--- src/rtl/local_flit_sink_if.sv ---
// rtl/local_flit_sink_if.sv - router-side flit and core-side packet signals of local_flit_sink
interface local_flit_sink_if #(
  parameter int FLIT_W = 4,
  parameter int PKT_W  = 32,
  parameter int CNT_W  = 3
);
  logic [FLIT_W-1:0] flit_in;
  logic              write_req;
  logic              neuron_full;
  logic              rd_en;
  logic [PKT_W-1:0]  pkt_out;
  logic              pkt_valid;
  logic [CNT_W-1:0]  fifo_count;
  logic              overflow;
  logic              clr_overflow;

  modport master (
    output flit_in, write_req, rd_en, clr_overflow,
    input  neuron_full, pkt_out, pkt_valid, fifo_count, overflow
  );

  modport slave (
    input  flit_in, write_req, rd_en, clr_overflow,
    output neuron_full, pkt_out, pkt_valid, fifo_count, overflow
  );
endinterface

--- src/rtl/local_flit_sink.sv ---
// rtl/local_flit_sink.sv - reassembles router flits MSB-nibble-first into packets and queues them for the core
module local_flit_sink #(
  parameter int FLIT_W = 4,
  parameter int FLITS  = 8,
  parameter int DEPTH  = 4,
  parameter int CNT_W  = 3
) (
  input  logic clk,
  input  logic reset,
  local_flit_sink_if.slave bus
);
  localparam int PKT_W = FLIT_W * FLITS;
  localparam int SH_W  = PKT_W - FLIT_W;
  localparam int PTR_W = $clog2(DEPTH);
  localparam int NIB_W = $clog2(FLITS);
  localparam logic [NIB_W-1:0] LAST_NIB = NIB_W'(FLITS - 1);
  localparam logic [CNT_W-1:0] FULL_CNT = CNT_W'(DEPTH);

  logic [NIB_W-1:0] nib_q, nib_d;
  logic [SH_W-1:0]  shift_q, shift_d;
  logic [PTR_W-1:0] wr_ptr_q, wr_ptr_d;
  logic [PTR_W-1:0] rd_ptr_q, rd_ptr_d;
  logic [CNT_W-1:0] count_q, count_d;
  logic             ovf_q, ovf_d;
  logic [PKT_W-1:0] mem_q [DEPTH];

  logic full, accept, drop, push, pop;

  // neuron_full is a decode of the registered count, so a pop only frees a slot next cycle
  assign full   = (count_q == FULL_CNT);
  assign accept = bus.write_req & ~full;
  assign drop   = bus.write_req & full;
  assign push   = accept && (nib_q == LAST_NIB);
  assign pop    = bus.rd_en && (count_q != '0);

  always_comb begin
    nib_d    = nib_q;
    shift_d  = shift_q;
    wr_ptr_d = wr_ptr_q;
    rd_ptr_d = rd_ptr_q;
    count_d  = count_q;
    ovf_d    = ovf_q;
    if (accept) begin
      if (push) begin
        nib_d = '0;
      end else begin
        shift_d = {shift_q[SH_W-FLIT_W-1:0], bus.flit_in};
        nib_d   = nib_q + 1'b1;
      end
    end
    if (push) wr_ptr_d = wr_ptr_q + 1'b1;
    if (pop)  rd_ptr_d = rd_ptr_q + 1'b1;
    case ({push, pop})
      2'b10:   count_d = count_q + 1'b1;
      2'b01:   count_d = count_q - 1'b1;
      default: count_d = count_q;
    endcase
    // a drop in the same cycle as a clear must leave the flag set
    if (drop)                  ovf_d = 1'b1;
    else if (bus.clr_overflow) ovf_d = 1'b0;
  end

  always_ff @(posedge clk or posedge reset) begin
    if (reset) begin
      nib_q    <= '0;
      shift_q  <= '0;
      wr_ptr_q <= '0;
      rd_ptr_q <= '0;
      count_q  <= '0;
      ovf_q    <= 1'b0;
    end else begin
      nib_q    <= nib_d;
      shift_q  <= shift_d;
      wr_ptr_q <= wr_ptr_d;
      rd_ptr_q <= rd_ptr_d;
      count_q  <= count_d;
      ovf_q    <= ovf_d;
    end
  end

  always_ff @(posedge clk) begin
    if (push) mem_q[wr_ptr_q] <= {shift_q, bus.flit_in};
  end

  assign bus.neuron_full = full;
  assign bus.pkt_valid   = (count_q != '0);
  assign bus.pkt_out     = (count_q != '0) ? mem_q[rd_ptr_q] : '0;
  assign bus.fifo_count  = count_q;
  assign bus.overflow    = ovf_q;
endmodule

--- src/flat_wrapper.sv ---
// flat-port wrapper written by rule: the top's interface ports become plain ports
module local_flit_sink_flat 
#(
  parameter int FLIT_W = 4,
  parameter int FLITS  = 8,
  parameter int DEPTH  = 4,
  parameter int CNT_W  = 3
)
  (clk, reset, bus_flit_in, bus_write_req, bus_rd_en, bus_clr_overflow, bus_neuron_full, bus_pkt_out, bus_pkt_valid, bus_fifo_count, bus_overflow);
  local_flit_sink_if #(.FLIT_W(FLIT_W), .PKT_W(32), .CNT_W(CNT_W)) bus_i ();
  input  logic clk;
  input  logic reset;
  input wire logic [$bits(bus_i.flit_in)-1:0] bus_flit_in;
  input wire logic [$bits(bus_i.write_req)-1:0] bus_write_req;
  input wire logic [$bits(bus_i.rd_en)-1:0] bus_rd_en;
  input wire logic [$bits(bus_i.clr_overflow)-1:0] bus_clr_overflow;
  output wire logic [$bits(bus_i.neuron_full)-1:0] bus_neuron_full;
  output wire logic [$bits(bus_i.pkt_out)-1:0] bus_pkt_out;
  output wire logic [$bits(bus_i.pkt_valid)-1:0] bus_pkt_valid;
  output wire logic [$bits(bus_i.fifo_count)-1:0] bus_fifo_count;
  output wire logic [$bits(bus_i.overflow)-1:0] bus_overflow;
  assign bus_i.flit_in = bus_flit_in;
  assign bus_i.write_req = bus_write_req;
  assign bus_i.rd_en = bus_rd_en;
  assign bus_i.clr_overflow = bus_clr_overflow;
  assign bus_neuron_full = bus_i.neuron_full;
  assign bus_pkt_out = bus_i.pkt_out;
  assign bus_pkt_valid = bus_i.pkt_valid;
  assign bus_fifo_count = bus_i.fifo_count;
  assign bus_overflow = bus_i.overflow;
  local_flit_sink #(.FLIT_W(FLIT_W), .FLITS(FLITS), .DEPTH(DEPTH), .CNT_W(CNT_W)) u_core (.clk(clk), .reset(reset), .bus(bus_i));
endmodule
--- config.mk ---
export PLATFORM = sky130hd
export DESIGN_NAME = local_flit_sink_flat
export DESIGN_NICKNAME = d
export VERILOG_FILES = /design/src/rtl/local_flit_sink_if.sv /design/src/rtl/local_flit_sink.sv /design/src/flat_wrapper.sv
export SDC_FILE = /design/constraint.sdc
export NUM_CORES = 1
export LEC_CHECK = 0
export BUFFER_PORTS_ARGS = -buffer_cell sky130_fd_sc_hd__buf_2
export CORE_UTILIZATION = 50
export CTS_CLUSTER_SIZE = 28
export DETAILED_ROUTE_END_ITERATION = 7
export PLACE_DENSITY = 0.77
export SLEW_MARGIN = 20
export SYNTH_ARGS = -nofsm -noshare
export SYNTH_HDL_FRONTEND = slang
export SYNTH_SLANG_ARGS = --single-unit
--- constraint.sdc ---
create_clock -name clk -period 4.1 [get_ports clk]
set_clock_uncertainty 0.15 [all_clocks]
set_input_delay 0.82 -clock clk [delete_from_list [all_inputs] [get_ports clk]]
set_output_delay 0.82 -clock clk [all_outputs]
set_load 0.01 [all_outputs]
==> results of run 1 <==
final cells by class:
type                            instances  area share [%]
Multi-Input combinational cell        129            21.6
Inverter                                8           0.394
Timing Repair Buffer                   57            4.10
Tap cell                              172            2.82
Clock buffer                           18            5.76
Clock inverter                         14            2.10
Sequential cell                       167            63.2
sequential cells by signal (all words and copies together) (netlist names):
name / cells
u_core.bus.overflow: 1
u_core.rd_ptr_q: 2
u_core.nib_q: 3
u_core.mem_q: 128
u_core.shift_q: 28
u_core.wr_ptr_q: 2
u_core.bus.fifo_count: 3
cells by family after synthesis:
group	Yosys count	share of synthesized area, %
muxes	65	17.7
AOI/OAI and AO/OA	1	0.0757
and+or+nand+nor	49	4.75
xor gates and xnor gates	6	0.796
DFF	167	73.0
adders and majority gates	8	1.63
buffers and inverters	23	2.12
placed cells by master (no fill, tap or decap), types with 3 or more instances in the layout:
master     count
buf_4         11
xor2_1         3
inv_1          8
mux4_2        32
inv_6          5
clkbuf_16     17
dfrtp_1       38
edfxtp_1     128
nor2_1         3
mux2_4        20
ha_1           7
and2_1        37
buf_2         46
mux2_2        12
xnor2_1        3
stage by stage:
stage | total power [mW] | hold slack [ps]
6_report | 5.79 | 363
5_1_grt | 6.08 | 385
4_1_cts | 5.85 | 361
3_5_place_dp | 4.25 | 348
3_3_place_gp | 4.19 | 335
2_1_floorplan | 3.74 | 322
power groups by stage:
stage | Sequential, mW | Combinational [mW] | Clock, mW
4_1_cts | 2.63 | 1.60 | 1.61
3_3_place_gp | 2.64 | 1.55 | 0
6_report | 2.63 | 1.57 | 1.59
2_1_floorplan | 2.47 | 1.27 | 0
5_1_grt | 2.68 | 1.72 | 1.68
3_5_place_dp | 2.66 | 1.59 | 0
routing by layer:
metal  vias to the layer above  GRT usage (%)
met2                        54           29.8
met1                      1568           22.4
met3                        13           3.86
li1                       1349              -
met5                         -              0
met4                         0           7.76
worst max-delay path, delay by kind of cell, from the launching register on:
kind                   cells  cell delay [ps]
buffers and inverters      2              470
AND/OR/NAND/NOR            1              170
multiplexers               1              520
flip-flops                 1              810
worst max path at each step:
stage                                   start                      endpoint  slack, ps  cells past startpoint
6_report       u_core.rd_ptr_q[0]$_DFFE_PP0P_               bus_pkt_out[14]        730                      4
5_1_grt        u_core.rd_ptr_q[0]$_DFFE_PP0P_               bus_pkt_out[14]        570                      4
4_1_cts        u_core.rd_ptr_q[0]$_DFFE_PP0P_               bus_pkt_out[14]        670                      4
3_5_place_dp   u_core.rd_ptr_q[0]$_DFFE_PP0P_               bus_pkt_out[14]       1130                      4
3_3_place_gp   u_core.rd_ptr_q[0]$_DFFE_PP0P_                bus_pkt_out[9]       1130                      4
2_1_floorplan                   bus_write_req  u_core.mem_q[0][0]$_DFFE_PP_       1590                      3
==> flow_summary.toml, run 1 <==
[placed_design]
place_area_sq_um = 7030
place_hpwl_um = 6320
io_buffer_count = 46
post-place-ws_ps = 1130
dp.cells = 533
place_congestion = 0.712

[hold_path]
holdPathEnd = "u_core.mem_q[3][29]$_DFFE_PP_"
hold_path.class = "reg -> reg"
hold_depth = 0
min_from = "u_core.shift_q[25]$_DFFE_PP0P_"

[clocking]
cts_resized = 0
clock_sinks = 167
insertion_delay_ps = 420
clock_path_buffers = 2
holdBufCountCts = 0
cts_setup_buffers = 0
numCtsBuffers = 17
cts_tree = "yes"
clk_pin_slew_ps = 60
cts_root_buf = "clkbuf_16"
cts_htree_levels = 4

[drt]
met2_length_um = 5680
drc = 0
viasPerCell = 5.28
met1_length_um = 4710
wl_um = 10900
drtPass1Iterations = 4
routed.top_layer = "met4"
initialDrtViolationCount = 136
wl_met3_um = 302
ant_nets = 0
routed-via-count = 2984
avgRoutedWirePerCell_um = 19.2

[layout]
multiInputGateArea_sq_um = 1650
ff_latch_area_sq_um = 4820
fin_area_sq_um = 7630
n_antenna_cell = 0
drive_gt1_share_pct = 39.9
area_growth_pct = 15.5
utilization_pct = 59.7
final_cells = 565
fillers = 909
final_nets = 397

[timing]
slew_headroom_pct = 36.7
setup_viol = 0
min_period_ps = 3370
max_freq_mhz = 297
min_period_over_period_pct = 82.1
drv_slew = 0
worstMarginPinSlew_ps = 950
rsz0062_at_grt = "false"
layout_setup_ws_ps = 734
hold_viol = 0
tns_ps = 0

[power_and_ir_drop]
seqPwrFrac_pct = 45.4
combPwrFrac_pct = 27.1
swShare_pct = 29.3
power.internal_mw = 4.10
p_per_area_nw_per_um2 = 759
p_switching_mw = 1.70
peakVddDrop_mv = 0.387
p_clk_share_pct = 27.5
power_leakage_nw = 2.81

[logic_synthesis]
synth_area_sq_um = 6610
ys_seq_area_share_pct = 73.0
synth_most_common_cell = "edfxtp_1"
synth.avg_cell_area_sq_um = 20.7
synth_top_cell_area_share_pct = 58.2
yosysTopAreaCell = "edfxtp_1"
synth_warnings = 0
syn_inst = 319
ys_ff_latch = 167
postSynth.asyncResetShare_pct = 23.4
synth_edf_count = 128
synth_ff_type = "edfxtp_1"
syn_nets = 336
synth_commonest_cells = "128 x edfxtp_1, 39 x dfrtp_1, 37 x and2_1"
synthDistinctLibCells = 26
ys_top_cells_by_area = "edfxtp_1 58%, dfrtp_1 15%, mux4_2 11%, mux2_4 4.5%, and2_1 3.5%"

[critical_path]
r2r_start = "u_core.bus.fifo_count[0]$_DFFE_PP0P_"
cp_max_fo = 21
worstPathRequired_ps = 3130
worstPathCellList = "buf_4 -> mux4_2 -> and2_1 -> buf_2"
arrival_ps = 2400
crit_type = "reg -> out"
cpMaxStageDelayCell = "dfrtp_2"
timing.reg2reg.worst_path_depth = 8
startpoint_type = "register"
timing.rr.end = "u_core.bus.fifo_count[2]$_DFFE_PP0P_"
r2r_slack_ps = 1560
critPathCaptureType = "primary output"
slowest_delay_ps = 810

[global_routing]
grt_pass1_vias = 3033
overflow = 0
grt_pass1_wl_um = 16900
grt_max_degree = 40
grtUsageTotal_pct = 17.7
antenna_found_initial = 0

[outcome]
status = "complete, no violations"

[die]
dieArea_sq_um = 13700
initial_core_util_pct = 51.7
die_h_um = 117
die_w_um = 117
num_rows = 41
core-area_sq_um = 12800
ios = 47

[flow_run]
maxCapViolCount = 0
Note: power is estimated with default switching activity, not from simulation.
==> inputs of run 2 (changes only) <==
--- a/config.mk
+++ b/config.mk
@@ -9,7 +9,7 @@
 export CORE_UTILIZATION = 50
 export CTS_CLUSTER_SIZE = 28
 export DETAILED_ROUTE_END_ITERATION = 7
-export PLACE_DENSITY = 0.77
+export PLACE_DENSITY = 0.8
 export SLEW_MARGIN = 20
 export SYNTH_ARGS = -nofsm -noshare
 export SYNTH_HDL_FRONTEND = slang
==> constraint.sdc (replaced) <==
create_clock -name clk -period 3.09 [get_ports clk]
set_clock_uncertainty 0.15 [all_clocks]
set_input_delay 0.618 -clock clk [delete_from_list [all_inputs] [get_ports clk]]
set_output_delay 0.618 -clock clk [all_outputs]
set_load 0.01 [all_outputs]
==> run 2 against run 1 <==
Against the previous run:
- core utilization decreased by 0.26 points
- via count increased by 1.8%
- die area unchanged
- combinational power increased by 42%
- critical path type unchanged
- largest power group unchanged
==> flow_summary.toml, run 2 (same netlist as run 1, synthesis figures left out) <==
[clocking]
clock_sinks = 167
cts_root_buf = "clkbuf_16"
clock_path_buffers = 2
cts_htree_levels = 4
numCtsBuffers = 17
cts_setup_buffers = 0
cts_resized = 0
cts_tree = "yes"
clk_pin_slew_ps = 60
holdBufCountCts = 0
insertion_delay_ps = 410

[layout]
largest-register = "u_core.mem_q"
top_regs = "u_core.mem_q x128, u_core.shift_q x28"
layout_commonest_cell = "edfxtp_1"
drive_gt1_share_pct = 39.4
n_antenna_cell = 0
fin_area_sq_um = 7600
largest_reg_flops = 128
final_cell_mix = "128 x edfxtp_1, 46 x buf_2, 38 x dfrtp_1, 37 x and2_1, 32 x mux4_2"
area_growth_pct = 15.0
final_nets = 397

[placed_design]
io_buffer_count = 46
place_area_sq_um = 7030
place_congestion = 0.652
place_hpwl_um = 6110

[die]
die_w_um = 117
ios = 47
dieArea_sq_um = 13700
core-area_sq_um = 12800
num_rows = 41
die_h_um = 117
initial_core_util_pct = 51.7

[timing]
tns_ps = 0
min_period_ps = 2770
worstMarginPinSlew_ps = 555
slew_headroom_pct = 63.0
setup_viol = 0
hold_viol = 0
drv_slew = 0
max_freq_mhz = 361
rsz0062_at_grt = "false"
min_period_over_period_pct = 89.5

[global_routing]
grt_pass1_vias = 3216
grt_pass1_wl_um = 17300
antenna_found_initial = 0
overflow = 0
grtUsageTotal_pct = 18.2
grt_max_degree = 40

[critical_path]
cp_max_fo = 18
worstPathRequired_ps = 2320
startpoint_type = "register"
critPathCaptureType = "primary output"
arrival_ps = 2000
crit_type = "reg -> out"

[hold_path]
hold_path.class = "in -> async"

[power_and_ir_drop]
power_leakage_nw = 2.79
p_per_area_nw_per_um2 = 999
peakVddDrop_mv = 0.411

[drt]
initialDrtViolationCount = 212
ant_nets = 0
drtPass1Iterations = 4
drc = 0
wl_um = 11300
routed-via-count = 3039
viasPerCell = 5.38
avgRoutedWirePerCell_um = 19.9

[outcome]
status = "complete, no violations"

[flow_run]
maxCapViolCount = 0
## run 2: path summary, 6_finish.rpt
path | startpoint | endpoint | slack, ps | cells after the start
setup / recovery | u_core.rd_ptr_q[0]$_DFFE_PP0P_ | bus_pkt_out[25] | 320 | 4
hold / removal | reset | u_core.shift_q[16]$_DFFE_PP0P_ | 170 | 3
setup reg to reg | u_core.bus.fifo_count[0]$_DFFE_PP0P_ | u_core.bus.fifo_count[2]$_DFFE_PP0P_ | 670 | 9
hold reg to reg | u_core.nib_q[1]$_DFFE_PP0P_ | u_core.nib_q[1]$_DFFE_PP0P_ | 370 | 1
max in group asynchronous | reset | u_core.rd_ptr_q[0]$_DFFE_PP0P_ | 2190 | 3
min in group clk | bus_clr_overflow | u_core.bus.overflow$_DFFE_PP0P_ | 240 | 2
## run 2: critical path, cell delays in order (launching register included)
cell,delay (ps)
dfrtp_2,360
buf_4,350
mux4_2,550
and2_1,180
buf_2,140
## run 2: cell type report
| class | instances | area, sq um |
|---|---|---|
| Fill cell | 904 | 5180 |
| Sequential cell | 167 | 4820 |
| Multi-Input combinational cell | 129 | 1650 |
| Clock buffer | 18 | 439 |
| Timing Repair Buffer | 57 | 313 |
| Tap cell | 172 | 215 |
| Clock inverter | 14 | 126 |
| Inverter | 8 | 30.0 |
## run 2: power breakdown
| group | leakage [nW] | total, mW | switching [mW] | internal, mW |
|---|---|---|---|---|
| combinational | 0.901 | 2.23 | 1.02 | 1.21 |
| clock | 0.280 | 1.99 | 0.855 | 1.13 |
| sequential | 1.61 | 3.37 | 0.377 | 2.99 |
## run 2: through the flow
| step | std cells | hold WS (ps) | total power [mW] | utilization, % | setup slack (ps) |
|---|---|---|---|---|---|
| finish | 565 | 172 | 7.59 | 59.5 | 323 |
| global route | 565 | 212 | 8.01 | 59.5 | 194 |
| CTS | 565 | 192 | 7.67 | 59.5 | 270 |
| detailed placement | 533 | 359 | 5.67 | 55.0 | 672 |
| global placement | 533 | 343 | 5.58 | 55.0 | 737 |
| floorplan | 319 | 322 | 4.97 | - | 666 |
## run 2: metal layers
metal | track usage [%] | wire [um] | up-vias
li1 | - | - | 1348
met1 | 22.5 | 4790 | 1611
met2 | 30.5 | 5900 | 69
met3 | 5.30 | 440 | 11
met4 | 6.92 | 123 | 0
met5 | 0 | 0 | -
